[config.mk]
export PLATFORM = sky130hd
export DESIGN_NAME = matriz_loader_flat
export DESIGN_NICKNAME = d
export VERILOG_FILES = /design/src/rtl/matriz_loader_if.sv /design/src/rtl/matriz_loader.sv /design/src/flat_wrapper.sv
export SDC_FILE = /design/constraint.sdc
export NUM_CORES = 1
export LEC_CHECK = 0
export BUFFER_PORTS_ARGS = -buffer_cell sky130_fd_sc_hd__clkbuf_2
export CORE_MARGIN = 3
export CORE_UTILIZATION = 54
export CTS_CLUSTER_DIAMETER = 80
export DETAILED_ROUTE_END_ITERATION = 7
export GPL_TIMING_DRIVEN = 0
export PLACE_DENSITY = 0.77
export SLEW_MARGIN = 20
export SYNTH_ARGS = -nofsm -noshare
export SYNTH_HDL_FRONTEND = slang
export SYNTH_SLANG_ARGS = --single-unit
[constraint.sdc]
create_clock -name clk -period 3.5 [get_ports clk]
set_input_delay 0.7 -clock clk [delete_from_list [all_inputs] [get_ports clk]]
set_output_delay 0.7 -clock clk [all_outputs]
set_load 0.01 [all_outputs]
[src/rtl/matriz_loader_if.sv]
// Byte-wide synchronous memory read port between the matrix loader and its
// backing memory.
interface matriz_loader_if #(
  parameter int ADDR_W = 9
) ();
  logic              mem_rd;
  logic [ADDR_W-1:0] mem_addr;
  logic [7:0]        mem_rdata;

  modport master (output mem_rd, output mem_addr, input mem_rdata);
  modport slave  (input mem_rd, input mem_addr, output mem_rdata);
endinterface

[src/rtl/matriz_loader.sv]
// Streams an NxN byte matrix from memory into the zero-padded 5x5 row-major
// vector used by the multiplier; one read request per cycle.
module matriz_loader #(
  parameter int ADDR_W = 9,
  parameter int RD_LAT = 1
) (
  input  logic                clk,
  input  logic                reset,
  input  logic                start,
  input  logic [ADDR_W-1:0]   base_addr,
  input  logic [2:0]          tamanho,
  matriz_loader_if.master     mem,
  output logic [199:0]        matriz,
  output logic                busy,
  output logic                done
);

  localparam logic [1:0] S_IDLE  = 2'd0;
  localparam logic [1:0] S_ISSUE = 2'd1;
  localparam logic [1:0] S_DRAIN = 2'd2;
  localparam logic [1:0] S_DONE  = 2'd3;

  logic [1:0]        state_q, state_d;
  logic [2:0]        n_q, n_d;
  logic [2:0]        row_q, row_d;
  logic [2:0]        col_q, col_d;
  logic [4:0]        idx_q, idx_d;
  logic [4:0]        row_base_q, row_base_d;
  logic [ADDR_W-1:0] addr_q, addr_d;
  logic [199:0]      matriz_q, matriz_d;
  logic [RD_LAT-1:0] vld_q, vld_d;
  logic [4:0]        dst_q [RD_LAT];
  logic [4:0]        dst_d [RD_LAT];

  logic       issue;
  logic       last_req;
  logic       col_wrap;
  logic [2:0] n_sel;
  logic [7:0] wr_bit;

  always_comb begin
    n_sel    = (tamanho == 3'd0 || tamanho > 3'd5) ? 3'd5 : tamanho;
    issue    = (state_q == S_ISSUE);
    col_wrap = (col_q == n_q - 3'd1);
    last_req = col_wrap && (row_q == n_q - 3'd1);
    wr_bit   = {dst_q[RD_LAT-1], 3'b000};

    state_d    = state_q;
    n_d        = n_q;
    row_d      = row_q;
    col_d      = col_q;
    idx_d      = idx_q;
    row_base_d = row_base_q;
    addr_d     = addr_q;
    matriz_d   = matriz_q;

    // Read pipeline: valid bit and destination slot travel with each request
    vld_d[0] = issue;
    dst_d[0] = idx_q;
    for (int i = 1; i < RD_LAT; i++) begin
      vld_d[i] = vld_q[i-1];
      dst_d[i] = dst_q[i-1];
    end

    if (vld_q[RD_LAT-1]) begin
      matriz_d[wr_bit +: 8] = mem.mem_rdata;
    end

    case (state_q)
      S_IDLE: begin
        if (start) begin
          state_d    = S_ISSUE;
          n_d        = n_sel;
          addr_d     = base_addr;
          row_d      = 3'd0;
          col_d      = 3'd0;
          idx_d      = 5'd0;
          row_base_d = 5'd0;
          matriz_d   = '0;
        end
      end
      S_ISSUE: begin
        // Row-major walk of memory is a plain increment; only the packed
        // destination index jumps by the fixed stride of 5 at row ends.
        addr_d = addr_q + 1'b1;
        if (col_wrap) begin
          col_d      = 3'd0;
          row_d      = row_q + 3'd1;
          row_base_d = row_base_q + 5'd5;
          idx_d      = row_base_q + 5'd5;
        end else begin
          col_d = col_q + 3'd1;
          idx_d = idx_q + 5'd1;
        end
        if (last_req) begin
          state_d = S_DRAIN;
        end
      end
      S_DRAIN: begin
        if (vld_d == '0) begin
          state_d = S_DONE;
        end
      end
      default: begin
        state_d = S_IDLE;
      end
    endcase
  end

  always_ff @(posedge clk) begin
    if (reset) begin
      state_q    <= S_IDLE;
      n_q        <= 3'd0;
      row_q      <= 3'd0;
      col_q      <= 3'd0;
      idx_q      <= 5'd0;
      row_base_q <= 5'd0;
      addr_q     <= '0;
      matriz_q   <= '0;
      vld_q      <= '0;
    end else begin
      state_q    <= state_d;
      n_q        <= n_d;
      row_q      <= row_d;
      col_q      <= col_d;
      idx_q      <= idx_d;
      row_base_q <= row_base_d;
      addr_q     <= addr_d;
      matriz_q   <= matriz_d;
      vld_q      <= vld_d;
    end
  end

  always_ff @(posedge clk) begin
    for (int i = 0; i < RD_LAT; i++) begin
      dst_q[i] <= dst_d[i];
    end
  end

  assign mem.mem_rd   = issue;
  assign mem.mem_addr = addr_q;
  assign matriz       = matriz_q;
  assign busy         = (state_q == S_ISSUE) || (state_q == S_DRAIN);
  assign done         = (state_q == S_DONE);

endmodule

[src/flat_wrapper.sv]
// flat-port wrapper written by rule: the top's interface ports become plain ports
module matriz_loader_flat 
#(
  parameter int ADDR_W = 9,
  parameter int RD_LAT = 1
)
  (clk, reset, start, base_addr, tamanho, matriz, busy, done, mem_mem_rd, mem_mem_addr, mem_mem_rdata);
  matriz_loader_if #(.ADDR_W(ADDR_W)) mem_i ();
  input  logic clk;
  input  logic reset;
  input  logic start;
  input  logic [ADDR_W-1:0] base_addr;
  input  logic [2:0] tamanho;
  output logic [199:0] matriz;
  output logic busy;
  output logic done;
  output wire logic [$bits(mem_i.mem_rd)-1:0] mem_mem_rd;
  output wire logic [$bits(mem_i.mem_addr)-1:0] mem_mem_addr;
  input wire logic [$bits(mem_i.mem_rdata)-1:0] mem_mem_rdata;
  assign mem_mem_rd = mem_i.mem_rd;
  assign mem_mem_addr = mem_i.mem_addr;
  assign mem_i.mem_rdata = mem_mem_rdata;
  matriz_loader #(.ADDR_W(ADDR_W), .RD_LAT(RD_LAT)) u_core (.clk(clk), .reset(reset), .start(start), .base_addr(base_addr), .tamanho(tamanho), .mem(mem_i), .matriz(matriz), .busy(busy), .done(done));
endmodule
# --- After elaboration in Yosys (flattened, before gate mapping) ---
# Memory sizes are Yosys's and may differ from the RTL's.
# Index checks and enable logic that the tools add are counted.
op_classes:
  reduce_logical: 10
  n_eq_ne: 8
  shift: 2
  n_mux: 20
  add_sub_neg: 7
  order_cmp: 1
ops:
  columns: ["op", "count"]
  rows:
  - ["200-bit 2-to-1 mux", 3]
  - ["200-bit bitwise mux", 1]
  - ["8-bit by 10-bit variable shift with 200-bit output, first input constant", 1]
  - ["8-bit by 10-bit variable part select with 200-bit output", 1]
  - ["5-bit case mux with 2 select lines", 2]
  - ["9-bit case mux with 2 select lines", 1]
  - ["5-bit 2-to-1 mux", 3]
  - ["3-bit 2-to-1 mux", 4]
  - ["3-bit case mux with 2 select lines", 2]
  - ["8-bit negator with 10-bit output", 1]
  - ["9-bit by 1-bit adder with 9-bit output, second input constant", 1]
  - ["9-bit 2-to-1 mux", 1]
  - ["3-bit by 1-bit adder with 3-bit output, second input constant", 2]
  - ["3-bit == test", 2]
  - ["2-bit case mux with 3 select lines", 1]
  - ["2-bit AND reduction", 3]
  - ["5-bit by 1-bit adder with 5-bit output, second input constant", 1]
  - ["5-bit by 3-bit adder with 5-bit output, second input constant", 1]
  - ["2-bit == test, second input constant", 2]
  - ["2-bit 2-to-1 mux", 2]
  - ["2-bit by 1-bit inequality test with 1-bit output, second input constant", 2]
  - ["3-bit > comparator, second input constant", 1]
  - ["3-bit logical NOT", 1]
  - ["3-bit AND reduction", 1]
  - ["7 further kinds", 8]
word_totals:
  input_bits: 23
  mem_count: 1
  word_cells: 58
  ram_bits: 5
  register_bits: 231
  out_inout_bits: 212
memory_table:
  columns: ["name", "words", "width", "rd", "rd_ports_with_merged_regs", "wr", "line_no", "source"]
  rows:
  - ["u_core.dst_q", 1, 5, 1, 0, 1, "matriz_loader.sv:32", "logic [4:0] dst_q [RD_LAT];"]

# --- Longest topological paths before layout ---
# Gate-level depths: netlist (run 1).
# An unclocked memory read counts as a cell.
depth:
  word_depth: 7
  ltp_mapped: 10
  mapped_depth_nobuf: 6

# --- Least setup slack after synthesis (run 1) ---
# OpenSTA, ideal clock, no wires.
synth_path:
  kind: "register -> register"
  startpoint: "memory u_core.dst_q[0][0]"
  endpoint: "register u_core.matriz_q[64], in the netlist u_core.matriz[64]"
  path_slack_ns: 0.922
  stages_incl_launch_ff: 10
  required_time_ns: 3.428
  t_arrival_ns: 2.507
  period_less_slack_ns: 2.578
  cell_sequence: "dfxtp_1 buf_6 clkbuf_1 inv_1 ha_1 or3b_4 or3_1 buf_6 a21oi_4 mux2i_1"
synth_via:
  elab_chain_cells: 7
synth_rtl:
  columns: ["element", "line_no", "source"]
  rows:
  - ["from (decl)", "matriz_loader.sv:32", null]
  - ["memory read 1 x 5 bit (*)", null, null]
  - ["8-bit negator with 10-bit output (*)", "matriz_loader.sv:66", "matriz_d[wr_bit +: 8] = mem.mem_rdata;"]
  - ["8-bit by 10-bit variable part select with 200-bit output or 8-bit by 10-bit variable shift with 200-bit output (tied branches)", "matriz_loader.sv:66", null]
  - ["200-bit bitwise mux (*)", "matriz_loader.sv:66", null]
  - ["200-bit 2-to-1 mux (*)", "matriz_loader.sv:65", "if (vld_q[RD_LAT-1]) begin"]
  - ["200-bit 2-to-1 mux", "matriz_loader.sv:71", "if (start) begin"]
  - ["200-bit 2-to-1 mux (*)", "matriz_loader.sv:69", "case (state_q)"]
  - ["to (signal assigned)", "matriz_loader.sv:129", "matriz_q <= matriz_d;"]
  - ["to (decl)", "matriz_loader.sv:30", "logic [199:0] matriz_q, matriz_d;"]
# Mark *: on every way between the ends. The rest lies on a longest branch, timed or not.
# A chain may end at the register's enable or synchronous reset.

# --- Final worst setup path (run 1) ---
layout_path:
  startpoint: "memory u_core.dst_q[0][0]"
  endpoint: "register u_core.matriz_q[18], in the netlist u_core.matriz[18]"
# Same word-level chain as after synthesis.

==> results of run 1 <==
-- kinds of logic after synthesis --
| family | after synthesis | share of synthesized area [%] |
|---|---|---|
| mux | 129 | 12.7 |
| simple gates | 409 | 19.6 |
| fa+ha+maj | 14 | 1.73 |
| flops | 236 | 46.5 |
| compound gates | 242 | 14.2 |
| xor+xnor | 17 | 1.60 |
| buf+inv | 89 | 3.68 |
-- where the power goes --
part           leakage [µW]  internal (µW)  total, µW  switching [µW]
logic               0.00309            432       1400             964
registers           0.00190           2770       2880             105
clock network      0.000401           1560       2660            1100
-- state kept, by name, summed over array words and instances, names as in the netlist --
register	flops
u_core.row_base_q	5
u_core.dst_d	5
u_core.col_q	3
u_core.state_q	2
u_core.n_q	3
u_core.mem.mem_addr	9
u_core.vld_q	1
u_core.row_q	3
u_core.matriz	200
u_core.dst_q	5
-- synth_stat cells (all sizes together), types with 2 or more instances --
| master | number | area [µm²] |
|---|---|---|
| a32o | 2 | 20.0 |
| o21bai | 3 | 22.5 |
| nand4 | 19 | 125 |
| nor2 | 36 | 148 |
| o21ba | 2 | 20.0 |
| a21o | 3 | 22.5 |
| and2 | 7 | 43.8 |
| nand3b | 2 | 15.0 |
| ha | 14 | 175 |
| nor4 | 3 | 18.8 |
| and3 | 10 | 62.6 |
| o21ai | 98 | 521 |
| o41a | 2 | 22.5 |
| a31oi | 3 | 18.8 |
| a211oi | 4 | 30.0 |
| mux2 | 2 | 22.5 |
| dfxtp | 236 | 4720 |
| clkbuf | 63 | 236 |
| o2bb2ai | 4 | 35.0 |
| or3b | 2 | 20.0 |
| o211ai | 2 | 15.0 |
| a21oi | 98 | 521 |
| o311ai | 3 | 26.3 |
| mux2i | 127 | 1270 |
| nand2 | 173 | 649 |
| o211a | 2 | 20.0 |
| and4 | 2 | 17.5 |
| inv | 11 | 41.3 |
| or4 | 2 | 15.0 |
| nand2b | 9 | 56.3 |
| a2bb2oi | 2 | 17.5 |
| and3b | 3 | 26.3 |
| xnor2 | 10 | 87.6 |
| o41ai | 2 | 25.0 |
| nor2b | 7 | 43.8 |
| xor2 | 6 | 52.6 |
| buf | 15 | 96.3 |
| o21a | 2 | 15.0 |
| nor3 | 15 | 91.3 |
| nand3 | 102 | 510 |
| nor3b | 13 | 97.6 |
-- routing by layer --
metal | GRT usage (%) | share of wire (%) | vias up
li1 | - | - | 4548
met2 | 49.3 | 48 | 438
met1 | 37.4 | 41 | 4517
met3 | 5.09 | 8.1 | 67
met5 | 0 | 0 | -
met4 | 8.90 | 2.9 | 0
-- worst paths after layout --
path	endpoint	slack (ns)
max	u_core.matriz[18]	0.34
min	u_core.dst_q[0][4]	0.36
max reg2reg	u_core.matriz[18]	0.34
min reg2reg	u_core.dst_q[0][4]	0.36
-- stage by stage --
step	total power (µW)	setup WS [ns]	cells	instance area (µm²)	util [%]
global placement	4270	0.507	1596	11600	63.7
finish	6930	0.344	1641	12400	68.2
CTS	6920	0.421	1641	12400	68.2
global route	7190	0.217	1641	12400	68.2
floorplan	3890	0.922	1136	10200	-
detailed placement	4300	0.433	1596	11600	63.7
-- layout make-up --
| class | count | area [µm²] | share of cell area [%] |
|---|---|---|---|
| inverter | 11 | 41.3 | 0.333 |
| sequential | 236 | 4720 | 38.1 |
| tap | 229 | 287 | 2.31 |
| clock buffer | 34 | 659 | 5.31 |
| multi-input combinational | 811 | 5050 | 40.7 |
| buffer | 78 | 333 | 2.68 |
| timing repair buffer | 231 | 1160 | 9.31 |
| clock inverter | 11 | 156 | 1.26 |
==> flow_summary_export.csv, run 1 <==
group,metric,value,unit
run_status,status,"completed",
timing,hold_slack,0.358,ns
layout,final_common_cell,"dfxtp_1",
die,ioPinCount,235,
place,gp_congestion,0.918,
detailed_routing,via_per_inst,5.83,
timing,rsz0062_at_grt,"no",
logic_synthesis,yosysSeqAreaShare,46.5,%
worst_setup_path,critical_path_required,3.95,ns
timing,hold_violations,0,
layout,syn2layout_area_growth,22.2,%
global_route,overflow,0,
run,maxCapViolCount,0,
timing,min_period,3.16,ns
logic_synthesis,synth-async-reset-ratio,0,%
die,die-height,143,µm
worst_setup_path,rr_startpoint,"u_core.dst_q[0][0]",
layout,diodes,0,
worst_hold_path,holdPathStages,0,
worst_setup_path,path_buf_inv,5,
clock_tree,cts_resized,0,
die,start_util,55.8,%
clock_tree,hold_buffers,0,
worst_setup_path,r2r_cells,10,
clock_tree,max-clock-path-buffers,3,
detailed_routing,vias,9570,
place,hpwl,22800,µm
layout,n_fill_cell,1509,
logic_synthesis,syn_inst,1136,
logic_synthesis,syn_avg_cell_area,8.94,µm²
logic_synthesis,ys_types,69,
worst_setup_path,crit_path_max_fanout,10,
worst_setup_path,crit_arrival,3.61,ns
worst_setup_path,critPathLaunch,"u_core.dst_q[0][0]",
timing,clock_skew,0.0204,ns
worst_setup_path,cpPeakStageDelay,0.83,ns
die,dieArea,20500,µm²
worst_setup_path,critPathCaptureType,"flop",
clock_tree,cts_buffers,25,
global_route,grt_pass1_vias,8895,
power,vdd_ir_drop_max,0.000547,V
timing,max_freq,317,MHz
timing,tns,0,ns
clock_tree,clock_latency,0.54,ns
detailed_routing,drt-total-wl,31200,µm
timing,slew_viol_final,0,
worst_setup_path,crit_chain,"buf_6 > clkbuf_1 > inv_1 > ha_1 > buf_2 > nor4b_4 > clkbuf_1 > nor3b_1 > nand3_1 > a21oi_1",
clock_tree,cts_tree,"yes",
detailed_routing,first_pass_iters,5,
place,io_buffer_count,231,
global_route,antenna_found_initial,0,
worst_hold_path,hold_path.class,"reg -> reg",
layout,final_cell_mix,"dfxtp_1 (236), clkbuf_2 (231), nand2_1 (173)",
clock_tree,clockRootBuffer,"clkbuf_16",
detailed_routing,remaining_drc_errors,0,
logic_synthesis,synth_edf_count,0,
worst_hold_path,min-delay-start,"u_core.dst_d[4]",
clock_tree,clk_pin_slew,0.06,ns
layout,nets,1431,
worst_setup_path,crit_slowest_cell,"nor3b_1",
layout,drive_gt1_share,22.0,%
die,core,18200,µm²
worst_setup_path,crit_cells,10,
timing,setup_viol,0,
worst_setup_path,crit_path_frequent_cell,"clkbuf_1",
detailed_routing,post_drt_wl_per_cell,19.0,µm
logic_synthesis,synth_flop_cell,"dfxtp_1",
clock_tree,cts.sinks,236,
worst_setup_path,cpLargestDelayFamily,"simple AND/OR/NAND/NOR gates",
global_route,grt_use_total,28.9,%
power,p_leak,0.00540,µW
die,rows,49,
clock_tree,h-tree-depth,1,
detailed_routing,ant_nets,0,
timing,relSlewSlack,22.7,%
global_route,grt_first_pass_wirelength,47600,µm
logic_synthesis,synth_area,10200,µm²
clock_tree,cts_setup_buffers,0,
die,die_x,143,µm
timing,tightest_slew,1.16,ns
global_route,grt_start_max_net_pins,14,
worst_setup_path,timing_worst_setup_path_type,"reg -> reg",
logic_synthesis,yosys_warnings,0,
worst_setup_path,start_kind,"flop",
logic_synthesis,synth_seq_cells,236,
detailed_routing,drtIter0Drc,887,
logic_synthesis,syn_nets,1173,
timing,period_share,90.2,%
power,power.density,558,nW/µm²
No activity file was read; power rests on OpenSTA's default activity.
==> run 2, diff against run 1 <==
Settings changed: CORE_UTILIZATION 54 to 58, PLACE_DENSITY 0.77 to 0.82.
Clock period 3.5 ns to 3.96 ns, I/O delays scaled along.
==> flow_summary_export.csv, run 2 (synthesis results as in run 1) <==
group,metric,value,unit
place,gp_congestion,0.891,
timing,hold_slack,0.356,ns
worst_setup_path,path_buf_inv,5,
detailed_routing,ant_nets,0,
layout,syn2layout_area_growth,21.9,%
worst_hold_path,hold_path.class,"reg -> reg",
power,p_leak,0.00539,µW
clock_tree,h-tree-depth,1,
worst_setup_path,critical_path_required,4.40,ns
clock_tree,cts_buffers,24,
global_route,grt_start_max_net_pins,14,
detailed_routing,vias,9732,
place,hpwl,22500,µm
worst_setup_path,crit_arrival,3.67,ns
global_route,grt_use_total,30.9,%
global_route,overflow,0,
clock_tree,hold_buffers,0,
layout,diodes,0,
worst_setup_path,critPathCaptureType,"flop",
timing,rsz0062_at_grt,"no",
worst_setup_path,cpLargestDelayFamily,"simple AND/OR/NAND/NOR gates",
timing,max_freq,310,MHz
layout,n_fill_cell,1287,
die,dieArea,19100,µm²
timing,tns,0,ns
clock_tree,cts_tree,"yes",
clock_tree,clockRootBuffer,"clkbuf_16",
timing,clock_skew,0.00895,ns
detailed_routing,first_pass_iters,5,
detailed_routing,drtIter0Drc,830,
clock_tree,cts_setup_buffers,0,
worst_setup_path,timing_worst_setup_path_type,"reg -> reg",
worst_setup_path,start_kind,"flop",
detailed_routing,post_drt_wl_per_cell,18.9,µm
worst_setup_path,cpPeakStageDelay,0.90,ns
timing,min_period,3.23,ns
detailed_routing,remaining_drc_errors,0,
global_route,antenna_found_initial,0,
timing,period_share,81.5,%
die,die_x,138,µm
place,io_buffer_count,231,
layout,design_area,12400,µm²
global_route,grt_first_pass_wirelength,49600,µm
global_route,grt_pass1_vias,9519,
clock_tree,cts_resized,0,
clock_tree,clk_pin_slew,0.06,ns
die,rows,47,
place,placed_area,11600,µm²
worst_setup_path,crit_path_max_fanout,10,
detailed_routing,via_per_inst,5.97,
worst_setup_path,crit_chain,"buf_6 > clkbuf_1 > inv_1 > ha_1 > buf_2 > nor4b_4 > clkbuf_1 > nor3b_1 > nand2_1 > mux2i_1",
timing,hold_violations,0,
run,maxCapViolCount,0,
run_status,status,"completed",
worst_setup_path,crit_slowest_cell,"nor3b_1",
die,start_util,60.2,%
power,power.total,6030,µW
layout,final_common_cell,"dfxtp_1",
layout,nets,1430,
timing,relSlewSlack,22.5,%
clock_tree,cts.sinks,236,
timing,slew_viol_final,0,
timing,setup_viol,0,
detailed_routing,drt-total-wl,30800,µm
clock_tree,max-clock-path-buffers,3,
die,ioPinCount,235,
timing,tightest_slew,1.16,ns
die,core,16900,µm²
die,die-height,138,µm
worst_setup_path,crit_path_frequent_cell,"clkbuf_1",
clock_tree,clock_latency,0.52,ns
layout,drive_gt1_share,22.1,%
layout,final_cell_mix,"dfxtp_1 (236), clkbuf_2 (231), nand2_1 (173)",
power,power.density,487,nW/µm²
power,vdd_ir_drop_max,0.000453,V
layout,largest_reg_flops,200,
## run 2: metrics by stage
stage | instances | setup WS (ns) | utilization [%]
floorplan | 1136 | 1.38 | -
global placement | 1587 | 0.851 | 68.6
detailed placement | 1587 | 0.789 | 68.6
CTS | 1629 | 0.822 | 73.3
global route | 1629 | 0.506 | 73.3
finish | 1629 | 0.734 | 73.3
## run 2: layer usage
| metal | GRT usage (%) | up-vias | share of wire, % |
|---|---|---|---|
| met3 | 5.63 | 89 | 8.7 |
| met4 | 12.0 | 0 | 3.8 |
| met2 | 53.1 | 528 | 48 |
| met1 | 38.5 | 4572 | 39 |
| li1 | - | 4543 | - |
| met5 | 0 | - | 0 |
## run 2: layout make-up
type                            count  area, µm²  area share (%)
Sequential cell                   236       4720            38.2
Multi-Input combinational cell    811       5050            40.8
Buffer                             78        333            2.69
Inverter                           11       41.3           0.334
Clock inverter                      5       52.6           0.425
Clock buffer                       37        741            5.98
Timing Repair Buffer              231       1160            9.34
Tap cell                          220        275            2.22
## run 2: worst paths after layout
path / startpoint / end / slack, ns / cells past startpoint
setup reg to reg: u_core.dst_q[0][0] / u_core.matriz[178] / 0.73 / 10
hold reg to reg: u_core.dst_d[4] / u_core.dst_q[0][4] / 0.36 / 0
setup / recovery: u_core.dst_q[0][0] / u_core.matriz[178] / 0.73 / 10
hold / removal: u_core.dst_d[4] / u_core.dst_q[0][4] / 0.36 / 0
## run 2: worst reg2reg max path, cell delays in order (launching register included)
cell	delay [ns]
dfxtp_1	0.39
buf_6	0.17
clkbuf_1	0.29
inv_1	0.11
ha_1	0.22
buf_2	0.19
nor4b_4	0.19
clkbuf_1	0.25
nor3b_1	0.90
nand2_1	0.26
mux2i_1	0.19
## run 2: power breakdown
part | internal, µW | total [µW] | leakage [µW] | switching, µW
sequential | 2450 | 2540 | 0.00190 | 91.4
combinational | 382 | 1240 | 0.00309 | 854
clock | 1340 | 2250 | 0.000390 | 906
total | 4180 | 6030 | 0.00539 | 1850
